`src/rtl/cirno_pkg.sv`:
```
// Shared types and the instruction decode function for the Cirno decode stage.
// DECODER_ILLEGAL_TRAP_EN selects trap decoding of illegal encodings instead of NOP.
package cirno_pkg;

   typedef enum logic [2:0] {
      TypeTrap   = 3'd0,
      TypeAlu    = 3'd1,
      TypeNop    = 3'd2,
      TypeBranch = 3'd3,
      TypeMov    = 3'd4,
      TypeStore  = 3'd5,
      TypeLoad   = 3'd6
   } inst_type_e;

   localparam logic [3:0] FunctAnd = 4'b0011;
   localparam logic [3:0] FunctAdd = 4'b0101;
   localparam logic [3:0] FunctShl = 4'b0111;
   localparam logic [3:0] FunctShr = 4'b1110;

   localparam int unsigned FlagBranch  = 6;
   localparam int unsigned FlagBranchi = 5;
   localparam int unsigned FlagHiEn    = 4;
   localparam int unsigned FlagLoEn    = 3;
   localparam int unsigned FlagReadx   = 2;
   localparam int unsigned FlagYImm    = 1;
   localparam int unsigned FlagHalt    = 0;

   // imm is kept at 6 bits; sext says how it widens to the datapath width.
   typedef struct packed {
      inst_type_e  itype;
      logic [3:0]  funct;
      logic [1:0]  r1;
      logic [1:0]  r2;
      logic [5:0]  imm;
      logic        sext;
      logic [6:0]  flags;
      logic        illegal;
   } dec_t;

   function automatic dec_t decode_inst(input logic [8:0] inst, input logic cmp);
      dec_t       d;
      logic [3:0] f;
      d       = '0;
      d.itype = TypeNop;
      f       = inst[7:4];
      if (inst[8:6] == 3'b111) begin
         d.flags[FlagBranchi] = 1'b1;
         d.imm                = inst[5:0];
         d.sext               = 1'b1;
      end else if (inst[8]) begin
         d.r1  = inst[5:4];
         d.imm = {2'b00, inst[3:0]};
         if (inst[7:6] == 2'b10) begin
            d.itype            = TypeAlu;
            d.funct            = FunctAnd;
            d.flags[FlagReadx] = 1'b1;
            d.flags[FlagYImm]  = 1'b1;
         end else begin
            d.itype = TypeMov;
            if (inst[6]) d.flags[FlagHiEn] = 1'b1;
            else         d.flags[FlagLoEn] = 1'b1;
         end
      end else if (inst[7:6] == 2'b11) begin
         d.itype            = TypeAlu;
         d.funct            = inst[5] ? FunctShr : FunctShl;
         d.r1               = inst[4:3];
         d.imm              = {3'b000, inst[2:0]};
         d.flags[FlagReadx] = 1'b1;
         d.flags[FlagYImm]  = 1'b1;
      end else begin
         case (f)
            4'b1011: begin
               if (cmp) begin
                  d.flags[FlagBranchi] = 1'b1;
                  d.imm                = {{2{inst[3]}}, inst[3:0]};
                  d.sext               = 1'b1;
               end
            end
            4'b0000: begin
               unique case (inst[3:2])
                  2'b11: begin
                     d.itype            = TypeAlu;
                     d.funct            = FunctAdd;
                     d.imm              = 6'd1;
                     d.r1               = inst[1:0];
                     d.flags[FlagReadx] = 1'b1;
                     d.flags[FlagYImm]  = 1'b1;
                  end
                  2'b10: begin
                     d.itype             = TypeBranch;
                     d.r1                = inst[1:0];
                     d.flags[FlagReadx]  = 1'b1;
                     d.flags[FlagBranch] = 1'b1;
                  end
                  2'b01: begin
                     d.itype             = cmp ? TypeBranch : TypeNop;
                     d.r1                = inst[1:0];
                     d.flags[FlagReadx]  = 1'b1;
                     d.flags[FlagBranch] = cmp;
                  end
                  default: begin
                     if (inst[1]) begin
`ifdef DECODER_ILLEGAL_TRAP_EN
                        d.itype   = TypeTrap;
                        d.illegal = 1'b1;
`else
                        d.itype   = TypeNop;
`endif
                     end else begin
                        d.flags[FlagHalt] = inst[0];
                     end
                  end
               endcase
            end
            4'b1001, 4'b1000, 4'b0111: begin
               d.itype = (f == 4'b1001) ? TypeStore : (f == 4'b1000) ? TypeLoad : TypeMov;
               d.r1    = inst[3:2];
               d.r2    = inst[1:0];
            end
            default: begin
               d.itype = TypeAlu;
               d.funct = f;
               d.r1    = inst[3:2];
               d.r2    = inst[1:0];
            end
         endcase
      end
      return d;
   endfunction

endpackage

```
`src/rtl/decoder_pipe_if.sv`:
```
// Fetch-side and issue-side handshake bundle of the decode stage.
interface decoder_pipe_if #(
   parameter int unsigned IMM_W = 8
);
   logic             in_valid;
   logic [8:0]       in_inst;
   logic             in_ready;
   logic             flush;
   logic             cmp;
   logic             out_valid;
   logic             out_ready;
   logic [2:0]       out_type;
   logic [3:0]       out_funct;
   logic [1:0]       out_r1;
   logic [1:0]       out_r2;
   logic [IMM_W-1:0] out_imm;
   logic [6:0]       out_flags;
   logic             done;
   logic             out_illegal;

   modport master (
      output in_valid, in_inst, flush, cmp, out_ready,
      input  in_ready, out_valid, out_type, out_funct, out_r1, out_r2, out_imm, out_flags,
             done, out_illegal
   );

   modport slave (
      input  in_valid, in_inst, flush, cmp, out_ready,
      output in_ready, out_valid, out_type, out_funct, out_r1, out_r2, out_imm, out_flags,
             done, out_illegal
   );
endinterface

```
`src/rtl/inst_fifo.sv`:
```
// Power-of-two instruction buffer with push/pop/flush; pointers carry a wrap bit.
module inst_fifo #(
   parameter int unsigned Depth = 2,
   parameter int unsigned Width = 9
) (
   input  logic             clk_i,
   input  logic             rst_i,
   input  logic             flush_i,
   input  logic             push_i,
   input  logic [Width-1:0] wdata_i,
   input  logic             pop_i,
   output logic [Width-1:0] rdata_o,
   output logic             full_o,
   output logic             empty_o
);
   localparam int unsigned Aw = $clog2(Depth);

   logic [Aw:0]      wr_ptr_q, wr_ptr_d, rd_ptr_q, rd_ptr_d;
   logic [Width-1:0] mem_q [Depth];
   logic [Width-1:0] mem_d [Depth];

   always_comb begin
      mem_d    = mem_q;
      wr_ptr_d = wr_ptr_q;
      rd_ptr_d = rd_ptr_q;
      if (flush_i) begin
         wr_ptr_d = '0;
         rd_ptr_d = '0;
      end else begin
         if (push_i) begin
            mem_d[wr_ptr_q[Aw-1:0]] = wdata_i;
            wr_ptr_d                = wr_ptr_q + {{Aw{1'b0}}, 1'b1};
         end
         if (pop_i) begin
            rd_ptr_d = rd_ptr_q + {{Aw{1'b0}}, 1'b1};
         end
      end
   end

   always_ff @(posedge clk_i) begin
      if (rst_i) begin
         wr_ptr_q <= '0;
         rd_ptr_q <= '0;
      end else begin
         wr_ptr_q <= wr_ptr_d;
         rd_ptr_q <= rd_ptr_d;
      end
   end

   always_ff @(posedge clk_i) begin
      mem_q <= mem_d;
   end

   assign rdata_o = mem_q[rd_ptr_q[Aw-1:0]];
   assign empty_o = (wr_ptr_q == rd_ptr_q);
   assign full_o  = ((wr_ptr_q ^ rd_ptr_q) == {1'b1, {Aw{1'b0}}});
endmodule

```
`src/rtl/decoder_pipe.sv`:
```
// Cirno decode stage: instruction FIFO feeding a registered decode bundle with sticky halt.
// DECODER_ILLEGAL_TRAP_EN makes illegal encodings trap and halt instead of decoding as NOP.
module decoder_pipe
   import cirno_pkg::*;
#(
   parameter int unsigned FIFO_DEPTH = 2,
   parameter int unsigned IMM_W      = 8
) (
   input logic           clk,
   input logic           rst,
   decoder_pipe_if.slave bus
);
   typedef enum logic [0:0] {StRun, StHalted} state_e;

   state_e            state_q, state_d;
   dec_t              bundle_q, bundle_d;
   logic              out_valid_q, out_valid_d;
   logic              fifo_full, fifo_empty;
   logic              in_ready, push, pop, take, halt_take;
   logic [8:0]        fifo_rdata;
   logic signed [5:0] imm_s;

   inst_fifo #(
      .Depth (FIFO_DEPTH),
      .Width (9)
   ) u_fifo (
      .clk_i   (clk),
      .rst_i   (rst),
      .flush_i (bus.flush),
      .push_i  (push),
      .wdata_i (bus.in_inst),
      .pop_i   (pop),
      .rdata_o (fifo_rdata),
      .full_o  (fifo_full),
      .empty_o (fifo_empty)
   );

   always_comb begin
      in_ready  = (state_q == StRun) && !fifo_full && !rst;
      push      = bus.in_valid && in_ready && !bus.flush;
      take      = out_valid_q && bus.out_ready;
      // A flush discards a pending halt even if issue consumes it on the same edge.
      halt_take = take && !bus.flush && (bundle_q.flags[FlagHalt] || bundle_q.illegal);
      // Nothing may follow a consumed halt into the decode register.
      pop       = (state_q == StRun) && !fifo_empty && (!out_valid_q || bus.out_ready) &&
                  !halt_take && !bus.flush;
   end

   always_comb begin
      state_d     = state_q;
      out_valid_d = out_valid_q;
      bundle_d    = bundle_q;
      if (halt_take) state_d = StHalted;
      if (take) out_valid_d = 1'b0;
      if (pop) begin
         out_valid_d = 1'b1;
         bundle_d    = decode_inst(fifo_rdata, bus.cmp);
      end
      if (bus.flush) out_valid_d = 1'b0;
   end

   always_ff @(posedge clk) begin
      if (rst) begin
         state_q     <= StRun;
         out_valid_q <= 1'b0;
         bundle_q    <= '0;
      end else begin
         state_q     <= state_d;
         out_valid_q <= out_valid_d;
         bundle_q    <= bundle_d;
      end
   end

   assign imm_s         = signed'(bundle_q.imm);
   assign bus.in_ready  = in_ready;
   assign bus.out_valid = out_valid_q;
   assign bus.out_type  = bundle_q.itype;
   assign bus.out_funct = bundle_q.funct;
   assign bus.out_r1    = bundle_q.r1;
   assign bus.out_r2    = bundle_q.r2;
   assign bus.out_imm   = bundle_q.sext ? IMM_W'(imm_s) : IMM_W'(bundle_q.imm);
   assign bus.out_flags = bundle_q.flags;
   assign bus.done      = (state_q == StHalted);
`ifdef DECODER_ILLEGAL_TRAP_EN
   assign bus.out_illegal = bundle_q.illegal;
`else
   assign bus.out_illegal = 1'b0;
`endif
endmodule

```
`src/flat_wrapper.sv`:
```
// flat-port wrapper written by rule: the top's interface ports become plain ports
module decoder_pipe_flat import cirno_pkg::*;
#(
   parameter int unsigned FIFO_DEPTH = 2,
   parameter int unsigned IMM_W      = 8
)
  (clk, rst, bus_in_valid, bus_in_inst, bus_flush, bus_cmp, bus_out_ready, bus_in_ready, bus_out_valid, bus_out_type, bus_out_funct, bus_out_r1, bus_out_r2, bus_out_imm, bus_out_flags, bus_done, bus_out_illegal);
  decoder_pipe_if #(.IMM_W(IMM_W)) bus_i ();
  input logic clk;
  input logic rst;
  input wire logic [$bits(bus_i.in_valid)-1:0] bus_in_valid;
  input wire logic [$bits(bus_i.in_inst)-1:0] bus_in_inst;
  input wire logic [$bits(bus_i.flush)-1:0] bus_flush;
  input wire logic [$bits(bus_i.cmp)-1:0] bus_cmp;
  input wire logic [$bits(bus_i.out_ready)-1:0] bus_out_ready;
  output wire logic [$bits(bus_i.in_ready)-1:0] bus_in_ready;
  output wire logic [$bits(bus_i.out_valid)-1:0] bus_out_valid;
  output wire logic [$bits(bus_i.out_type)-1:0] bus_out_type;
  output wire logic [$bits(bus_i.out_funct)-1:0] bus_out_funct;
  output wire logic [$bits(bus_i.out_r1)-1:0] bus_out_r1;
  output wire logic [$bits(bus_i.out_r2)-1:0] bus_out_r2;
  output wire logic [$bits(bus_i.out_imm)-1:0] bus_out_imm;
  output wire logic [$bits(bus_i.out_flags)-1:0] bus_out_flags;
  output wire logic [$bits(bus_i.done)-1:0] bus_done;
  output wire logic [$bits(bus_i.out_illegal)-1:0] bus_out_illegal;
  assign bus_i.in_valid = bus_in_valid;
  assign bus_i.in_inst = bus_in_inst;
  assign bus_i.flush = bus_flush;
  assign bus_i.cmp = bus_cmp;
  assign bus_i.out_ready = bus_out_ready;
  assign bus_in_ready = bus_i.in_ready;
  assign bus_out_valid = bus_i.out_valid;
  assign bus_out_type = bus_i.out_type;
  assign bus_out_funct = bus_i.out_funct;
  assign bus_out_r1 = bus_i.out_r1;
  assign bus_out_r2 = bus_i.out_r2;
  assign bus_out_imm = bus_i.out_imm;
  assign bus_out_flags = bus_i.out_flags;
  assign bus_done = bus_i.done;
  assign bus_out_illegal = bus_i.out_illegal;
  decoder_pipe #(.FIFO_DEPTH(FIFO_DEPTH), .IMM_W(IMM_W)) u_core (.clk(clk), .rst(rst), .bus(bus_i));
endmodule
```
`config.mk`:
```
export PLATFORM = sky130hd
export DESIGN_NAME = decoder_pipe_flat
export DESIGN_NICKNAME = d
export VERILOG_FILES = /design/src/rtl/cirno_pkg.sv /design/src/rtl/decoder_pipe_if.sv /design/src/rtl/inst_fifo.sv /design/src/rtl/decoder_pipe.sv /design/src/flat_wrapper.sv
export SDC_FILE = /design/constraint.sdc
export NUM_CORES = 1
export LEC_CHECK = 0
export BUFFER_PORTS_ARGS = -buffer_cell sky130_fd_sc_hd__buf_2
export CAP_MARGIN = 0
export CORE_MARGIN = 1.5
export CORE_UTILIZATION = 35
export CTS_BUF_LIST = sky130_fd_sc_hd__clkbuf_4
export CTS_CLUSTER_DIAMETER = 50
export CTS_CLUSTER_SIZE = 40
export DETAILED_ROUTE_END_ITERATION = 8
export GPL_TIMING_DRIVEN = 0
export SYNTH_ARGS = -nofsm -noshare
export SYNTH_HDL_FRONTEND = slang
export SYNTH_SLANG_ARGS = --single-unit
export TNS_END_PERCENT = 100
```
`constraint.sdc`:
```
create_clock -name clk -period 2.2 [get_ports clk]
set_input_delay 0.11 -clock clk [delete_from_list [all_inputs] [get_ports clk]]
set_output_delay 0.11 -clock clk [all_outputs]
set_load 0.05 [all_outputs]
```
==> results by group, run 1 <==
Die
  • DIE AREA: ~0.0075 mm^2
  • CORE AREA: 0.00676 mm^2
  • Io pins: 45
  • Initial Util: approximately 36%
  • Row cnt: 30
  • Die X: just under 90 um
  • Die Ht: between 80 and 90 um

Timing
  • Relative slew margins: between 50 and 60%
  • Crit path time final: between 2 and 2.5 ns
  • Final Setup Violations: 0
  • RSZ-0062 raised after global routing: no
  • Measured slew at the worst slew-check pin: between 0.6 and 0.7 ns
  • Fmax achieved: about 480 MHz
  • Final slew viol count: 0
  • Final hold violation count: 0
  • Period utilization: a little over nine tenths
  • Worst Skew: approximately 0.012 ns

Clock tree
  • CTS Sinks: 48
  • CTS tree: done
  • Clk Latency, worst-skew pair: about 0.36 ns
  • H-tree depth: 2
  • Clock transition at path regs: about 0.14 ns
  • Clk root buf: clkbuf_4
  • Max Buffers Root-to-Sink: 2
  • Total CTS buffers: 5

Critical path
  • Critical Path Source Type: flip-flop
  • Kind of critical path: flip-flop to flip-flop
  • Crit-path max cell delay: 0.41 ns
  • Nature of the critical path endpoint: flip-flop
  • Crit-path max FO: 14
  • Worst path required time: between 2 and 2.5 ns
  • Crit path buf inv count: 2
  • Largest delay contributor family on the critical path: simple AND/OR/NAND/NOR gates
  • R2r setup slk: approximately 0.13 ns
  • CP Data Arrival Time: roughly 2.3 ns
  • Max stage delay cell, worst path: or3_4
  • CP cell instances: buf_12 -> mux2_4 -> inv_1 -> ha_1 -> or3_4 -> nor2_4 -> a21oi_1 -> a2111oi_2

Global route
  • Largest net degree at the start of global routing: 29
  • Global-route wire length before repair: around 9.5 mm
  • Vias in the first global route: around 2000
  • Grt total ovfl: 0
  • Tot GR Track Use: 16.3%
  • Initial antenna violation count: 0

Run
  • Max Cap Viol: 0

Place
  • DP HPWL: 4.46 mm
  • GPL Wtd Cong: 0.882
  • I/O Buffers: 43
  • Post-DP Area: about 0.0028 mm^2

Detailed routing
  • WL per Instance: ~15 um
  • Post-DRT Antenna Nets: 0
  • Vias: 2048
  • DRC: 0
  • Final wirelength: a little under 6 mm
  • DRT Pass-1 Iters: 4
  • DRT iter0 DRCs: roughly 120
  • Vias/cell: ~5.3

Pwr
  • Sequential share of power: between 50% and 60%
  • Leakage power: between 1 and 1.5 nW
  • Psw: 0.000472 W
  • P_int: roughly 0.0012 W
  • Logic pwr share: 16.6%
  • Pwr Density: 549 mW/mm^2
  • Sw frac: approximately 29%
  • Pwr Total: around 0.0016 W
  • Clk pwr share: between 20% and 30%
  • Worst ir drop on vdd: around 380 uV

Synth
  • Mux cell area share after synthesis: between 7 and 8%
  • Yosys reg bits: between 40 and 50
  • Share of the synthesized area in the top cell type: about a quarter
  • Simple-Gate Fraction of Synth Area: approximately 18%
  • Cell with the most instances after synthesis: dfxtp_1
  • Asr flop ratio synth: 0%
  • Syn Inst Count: 243
  • Syn. warnings: 0
  • Main combinational cell family by area after synthesis: compound AO/OA/AOI/OAI gates
  • Syn_nets: between 200 and 300
  • Cell taking the most area after synthesis: dfxtp_1
  • Synth Flop Type: dfxtp_1
  • Cell Area, Synth: roughly 0.0024 mm^2
  • Top post-synthesis cells by area: dfxtp_1, edfxtp_1, a21oi_1
  • Synth Area in Compound Gates: between 10% and 20%
  • Post-synthesis xor/xnor area fraction: under 10%
  • Most common library cells after synthesis: dfxtp_1, nor2_1, a21oi_1, edfxtp_1, nand2_1
  • Synth Area in Adders: 2.57%
  • Post-synth EDFFs: 18
  • Post-synthesis cell type count: 58
  • Syn Area/Cell: about 10 um^2
  • Sequential cell area fraction in the yosys report: 46.8%

Final layout
  • P&R area growth vs syn: 21.6%
  • Share of cells above drive strength 1: between 20% and 30%
  • Fin util: between 40% and 50%
  • Fillers: 673
  • ANT cells: 0
  • Final instance area: 0.00297 mm^2
  • Total Nets Final: about 320

Status
  • Status: finished, final reports clean

Worst hold path
  • Worst Hold Class: primary input to flip-flop
## worst min-delay path, delay by kind of cell
family,cells,cell delay (ns)
buffers and inverters,1,0.10
AOI/OAI and AO/OA,1,0.06
and+or+nand+nor,1,0.10
## logic make-up after synthesis
family,after synthesis
DFF,48
xor gates and xnor gates,6
adders and majority gates,5
AOI/OAI and AO/OA,63
other,1
and+or+nand+nor,81
buffers and inverters,24
muxes,15
## layout make-up
class	count	area, um^2	area share [%]
Buffer	14	87.6	2.95
Clock buffer	5	37.5	1.27
Clock inverter	3	13.8	0.464
Inverter	8	30.0	1.01
Multi-Input combinational cell	171	1220	41.0
Sequential cell	48	1140	38.5
Tap cell	80	100	3.38
Timing Repair Buffer	54	338	11.4
## power groups by stage
stage,Clock (W),Sequential [W],Combinational [W]
5_1_grt,0.000449,0.000963,0.000292
4_1_cts,0.000407,0.000959,0.000266
6_report,0.000399,0.000959,0.000271
3_5_place_dp,0,0.000978,0.000250
2_1_floorplan,0,0.00103,0.000132
3_3_place_gp,0,0.000977,0.000248
## cells in the final DEF (no fill, tap or decap), drive strengths merged, types with 3 or more instances in the layout
cell,count
a2111oi,3
a211oi,6
a21oi,18
a31oi,3
and3b,3
buf,54
clkbuf,10
dfxtp,30
dlygate4sd3,9
edfxtp,18
ha,5
inv,9
mux2,8
mux2i,7
nand2,15
nand3,8
nor2,25
nor3,10
nor3b,3
o211ai,6
o21ai,10
o221ai,3
or2,3
xnor2,3
xor2,3
## layer usage
metal	GRT usage [%]	part of all wire (%)	vias to the layer above
li1	-	-	1012
met1	21.9	47	979
met2	26.8	47	51
met3	3.43	4.2	6
met4	4.40	1.4	0
met5	0	0	-
## registers in the layout (all words and copies together), names as in the netlist
signal	count
u_core.bundle_q	1
u_core.bus.done	1
u_core.bus.out_flags	6
u_core.bus.out_funct	4
u_core.bus.out_r1	2
u_core.bus.out_r2	2
u_core.bus.out_type	3
u_core.bus.out_valid	1
u_core.imm_s	6
u_core.u_fifo.mem_q	18
u_core.u_fifo.rd_ptr_q	2
u_core.u_fifo.wr_ptr_q	2
## stage by stage
step | cells | TNS (ns) | hold WS, ns | setup WS [ns]
after floorplan | 243 | 0 | 0.209 | 0.0246
after global placement | 366 | -6.83 | 0.297 | -0.459
after detailed placement | 366 | -6.89 | 0.301 | -0.470
after CTS | 382 | 0 | 0.0280 | 0.0521
after global routing | 383 | 0 | 0.0250 | 0.00471
final | 383 | 0 | 0.0418 | 0.131
## path summary, 6_finish.rpt
kind                                  start                 endpoint  depth (start not counted)
setup reg to reg  u_core.u_fifo.rd_ptr_q[0]     u_core.bus.out_r1[0]                          8
hold / removal                bus_out_ready     u_core.bus.out_valid                          3
setup / recovery  u_core.u_fifo.rd_ptr_q[0]     u_core.bus.out_r1[0]                          8
hold reg to reg     u_core.bus.out_flags[6]  u_core.bus.out_flags[6]                          2
## timing repair
action,CTS,global route
resized for setup,7,5
hold buffers,9,0
endpoints found under the setup margin,30,11
pin swaps,0,0
setup buffers,1,0
hold endpoints to repair,18,0
gates cloned,0,1
(Power assumes the default switching activity.)
==> inputs of run 2 (changes only) <==
- CELL_PAD_IN_SITES_DETAIL_PLACEMENT: not set -> 1
- CELL_PAD_IN_SITES_GLOBAL_PLACEMENT: not set -> 2
- PLACE_DENSITY_LB_ADDON: not set -> 0.1
- clock period: 2.2 -> 2.62 ns (I/O delays scaled with it)
==> results by group, run 2 (synthesized netlist as in run 1, its figures left out) <==
Status
  • Status: finished, final reports clean

Detailed routing
  • Vias: 2051 (+0.15%)
  • DRT iter0 DRCs: 77 (-35%)
  • DRC: 0 (unchanged)
  • Final wirelength: 6.48 mm (+9.2%)
  • DRT Pass-1 Iters: 4 (unchanged)
  • Post-DRT Antenna Nets: 0 (unchanged)
  • Vias/cell: 5.36 (+0.15%)
  • WL per Instance: 16.9 um (+9.2%)

Timing
  • Period utilization: 92.2% (-1.9 points)
  • Final Setup Violations: 0 (unchanged)
  • Final hold violation count: 0 (unchanged)
  • Crit path time final: 2.42 ns (+0.346 ns)
  • Relative slew margins: 46.3% (-9.3 points)
  • Final slew viol count: 0 (unchanged)
  • Worst Skew: 0.0149 ns (+0.00334 ns)
  • Measured slew at the worst slew-check pin: 0.801 ns (+0.154 ns)
  • RSZ-0062 raised after global routing: no
  • Fmax achieved: 414 MHz (-14%)

Clock tree
  • Max Buffers Root-to-Sink: 2 (unchanged)
  • Clock transition at path regs: 0.15 ns (about the same)
  • H-tree depth: 2 (unchanged)
  • CTS Sinks: 48 (unchanged)
  • Clk root buf: clkbuf_4
  • Clk Latency, worst-skew pair: 0.38 ns (+0.02 ns)
  • CTS tree: done
  • Total CTS buffers: 5 (unchanged)

Die
  • CORE AREA: 0.00676 mm^2 (unchanged)
  • Initial Util: 36.1% (unchanged)
  • Row cnt: 30 (unchanged)
  • Die Ht: 86.5 um (unchanged)
  • DIE AREA: 0.00748 mm^2 (unchanged)
  • Io pins: 45 (unchanged)
  • Die X: 86.5 um (unchanged)

Pwr
  • Pwr Density: 473 mW/mm^2 (-14%)
  • Worst ir drop on vdd: 253 uV (-34%)
  • Pwr Total: 0.00138 W (-15%)
  • Leakage power: 1.14 nW (-1.5%)

Worst hold path
  • Worst Hold Class: primary input to flip-flop
  • Hold_sp: bus_out_ready
  • WHS Endpoint: u_core.bus.out_valid
  • Hold path depth: 3 (unchanged)

Global route
  • Vias in the first global route: 2058 (+3.8%)
  • Tot GR Track Use: 18.7% (+2.3 points)
  • Largest net degree at the start of global routing: 16 (-45%)
  • Global-route wire length before repair: 10.7 mm (+13%)
  • Grt total ovfl: 0 (unchanged)
  • Initial antenna violation count: 0 (unchanged)

Critical path
  • Crit-path max FO: 10 (-4)
  • R2r setup slk: 0.20 ns (+0.07 ns)
  • Worst r2r path cells: 11 (+3)
  • Worst R2R Start: u_core.u_fifo.rd_ptr_q[0]
  • Kind of critical path: flip-flop to flip-flop
  • Worst path required time: 2.90 ns (+0.43 ns)
  • Critical Path Source Type: flip-flop
  • Nature of the critical path endpoint: flip-flop
  • R2r endpoint: u_core.bus.out_type[0]
  • CP Data Arrival Time: 2.70 ns (+0.36 ns)

Place
  • Placed insts: 366 (unchanged)
  • DP HPWL: 4.94 mm (+11%)
  • GPL Wtd Cong: 0.790 (-10%)
  • I/O Buffers: 43 (unchanged)

Final layout
  • Max reg flops: 18 (unchanged)
  • Fillers: 817 (+21%)
  • Share of cells above drive strength 1: 28.1% (-0.99 points)
  • Fin util: 43.2% (-0.70 points)
  • Total Nets Final: 322 (unchanged)
  • ANT cells: 0 (unchanged)
  • P&R area growth vs syn: 19.7%
  • Most flop-heavy register: u_core.u_fifo.mem_q
  • Commonest cells after routing, fill and taps aside: buf_2, dfxtp_1, nor2_1
  • Commonest non-fill, non-tap cell in the layout: buf_2
  • Fin cells: 383 (unchanged)

Run
  • Max Cap Viol: 0 (unchanged)
==> run 2: cell count changes in the layout (fill, tap and decap cells not counted), sizes merged <==
cell,previous run,this run
inv,9,8
clkbuf,10,8
buf,54,56
clkinv,2,3
==> run 2: layout make-up <==
cell class	count	area, um^2	share of cell area [%]
multi-input cells	171	1180	40.6
flip-flops and latches	48	1140	39.1
repair buffers	52	305	10.5
plain buffers	16	100	3.43
well taps	80	100	3.43
clock buffers	5	37.5	1.29
inverters	8	30.0	1.03
clock inverters	3	18.8	0.643
==> run 2: per-layer routing <==
layer / track usage, % / routed length [um] / part of all wire, %
met5: 0 / 0 / 0
met4: 6.60 / 116 / 1.8
met1: 24.5 / 3070 / 47
met3: 3.33 / 193 / 3.0
met2: 31.0 / 3100 / 48
==> run 2: per-stage QoR <==
step,worst slack (ns),hold slack [ns],area [um^2],setup TNS [ns]
after CTS,0.0253,0.0218,2910,0
after global placement,-0.0391,0.318,2750,-0.0391
final,0.205,0.0330,2920,0
after global routing,0.00948,0.0372,2920,0
after detailed placement,-0.0901,0.322,2750,-0.320
after floorplan,0.445,0.230,2440,0
==> run 2: worst max-delay path by stage <==
stage	end	start	slack, ns	cells after the start
final	u_core.bus.out_type[0]	u_core.u_fifo.rd_ptr_q[0]	0.20	11
after CTS	u_core.bus.out_type[0]	u_core.u_fifo.rd_ptr_q[0]	0.03	11
after global routing	u_core.bus.out_type[0]	u_core.u_fifo.rd_ptr_q[0]	0.009	11
after global placement	u_core.bus.out_type[0]	u_core.u_fifo.rd_ptr_q[0]	-0.04	11
after detailed placement	u_core.bus.out_type[0]	u_core.u_fifo.rd_ptr_q[0]	-0.09	11
after floorplan	u_core.u_fifo.mem_q[10]	u_core.u_fifo.rd_ptr_q[0]	0.44	7
==> run 2: what timing repair did <==
| item | CTS | global route |
|---|---|---|
| gates resized for setup | 2 | 1 |
| setup endpoints to repair | 10 | 1 |
| endpoints found under the hold margin | 18 | 0 |
| hold buffers | 9 | 0 |
| setup buffers | 0 | 0 |
==> run 2: worst max-delay path, stage by stage (launching register included) <==
cell and delay, ns:
dfxtp_1 0.36, buf_6 0.15, buf_6 0.16, buf_6 0.18
mux2i_4 0.34, inv_1 0.15, ha_1 0.21, a21oi_1 0.19
and2_1 0.16, o22ai_1 0.07, a221oi_1 0.28, o21ai_1 0.08
==> run 2: report_power, final <==
group	internal [W]	leakage, nW	total [W]	switching, W
clock network	0.000104	0.0349	0.000351	0.000248
registers	0.000793	0.406	0.000805	0.0000116
logic	0.0000749	0.697	0.000224	0.000149
total	0.000972	1.14	0.00138	0.000409
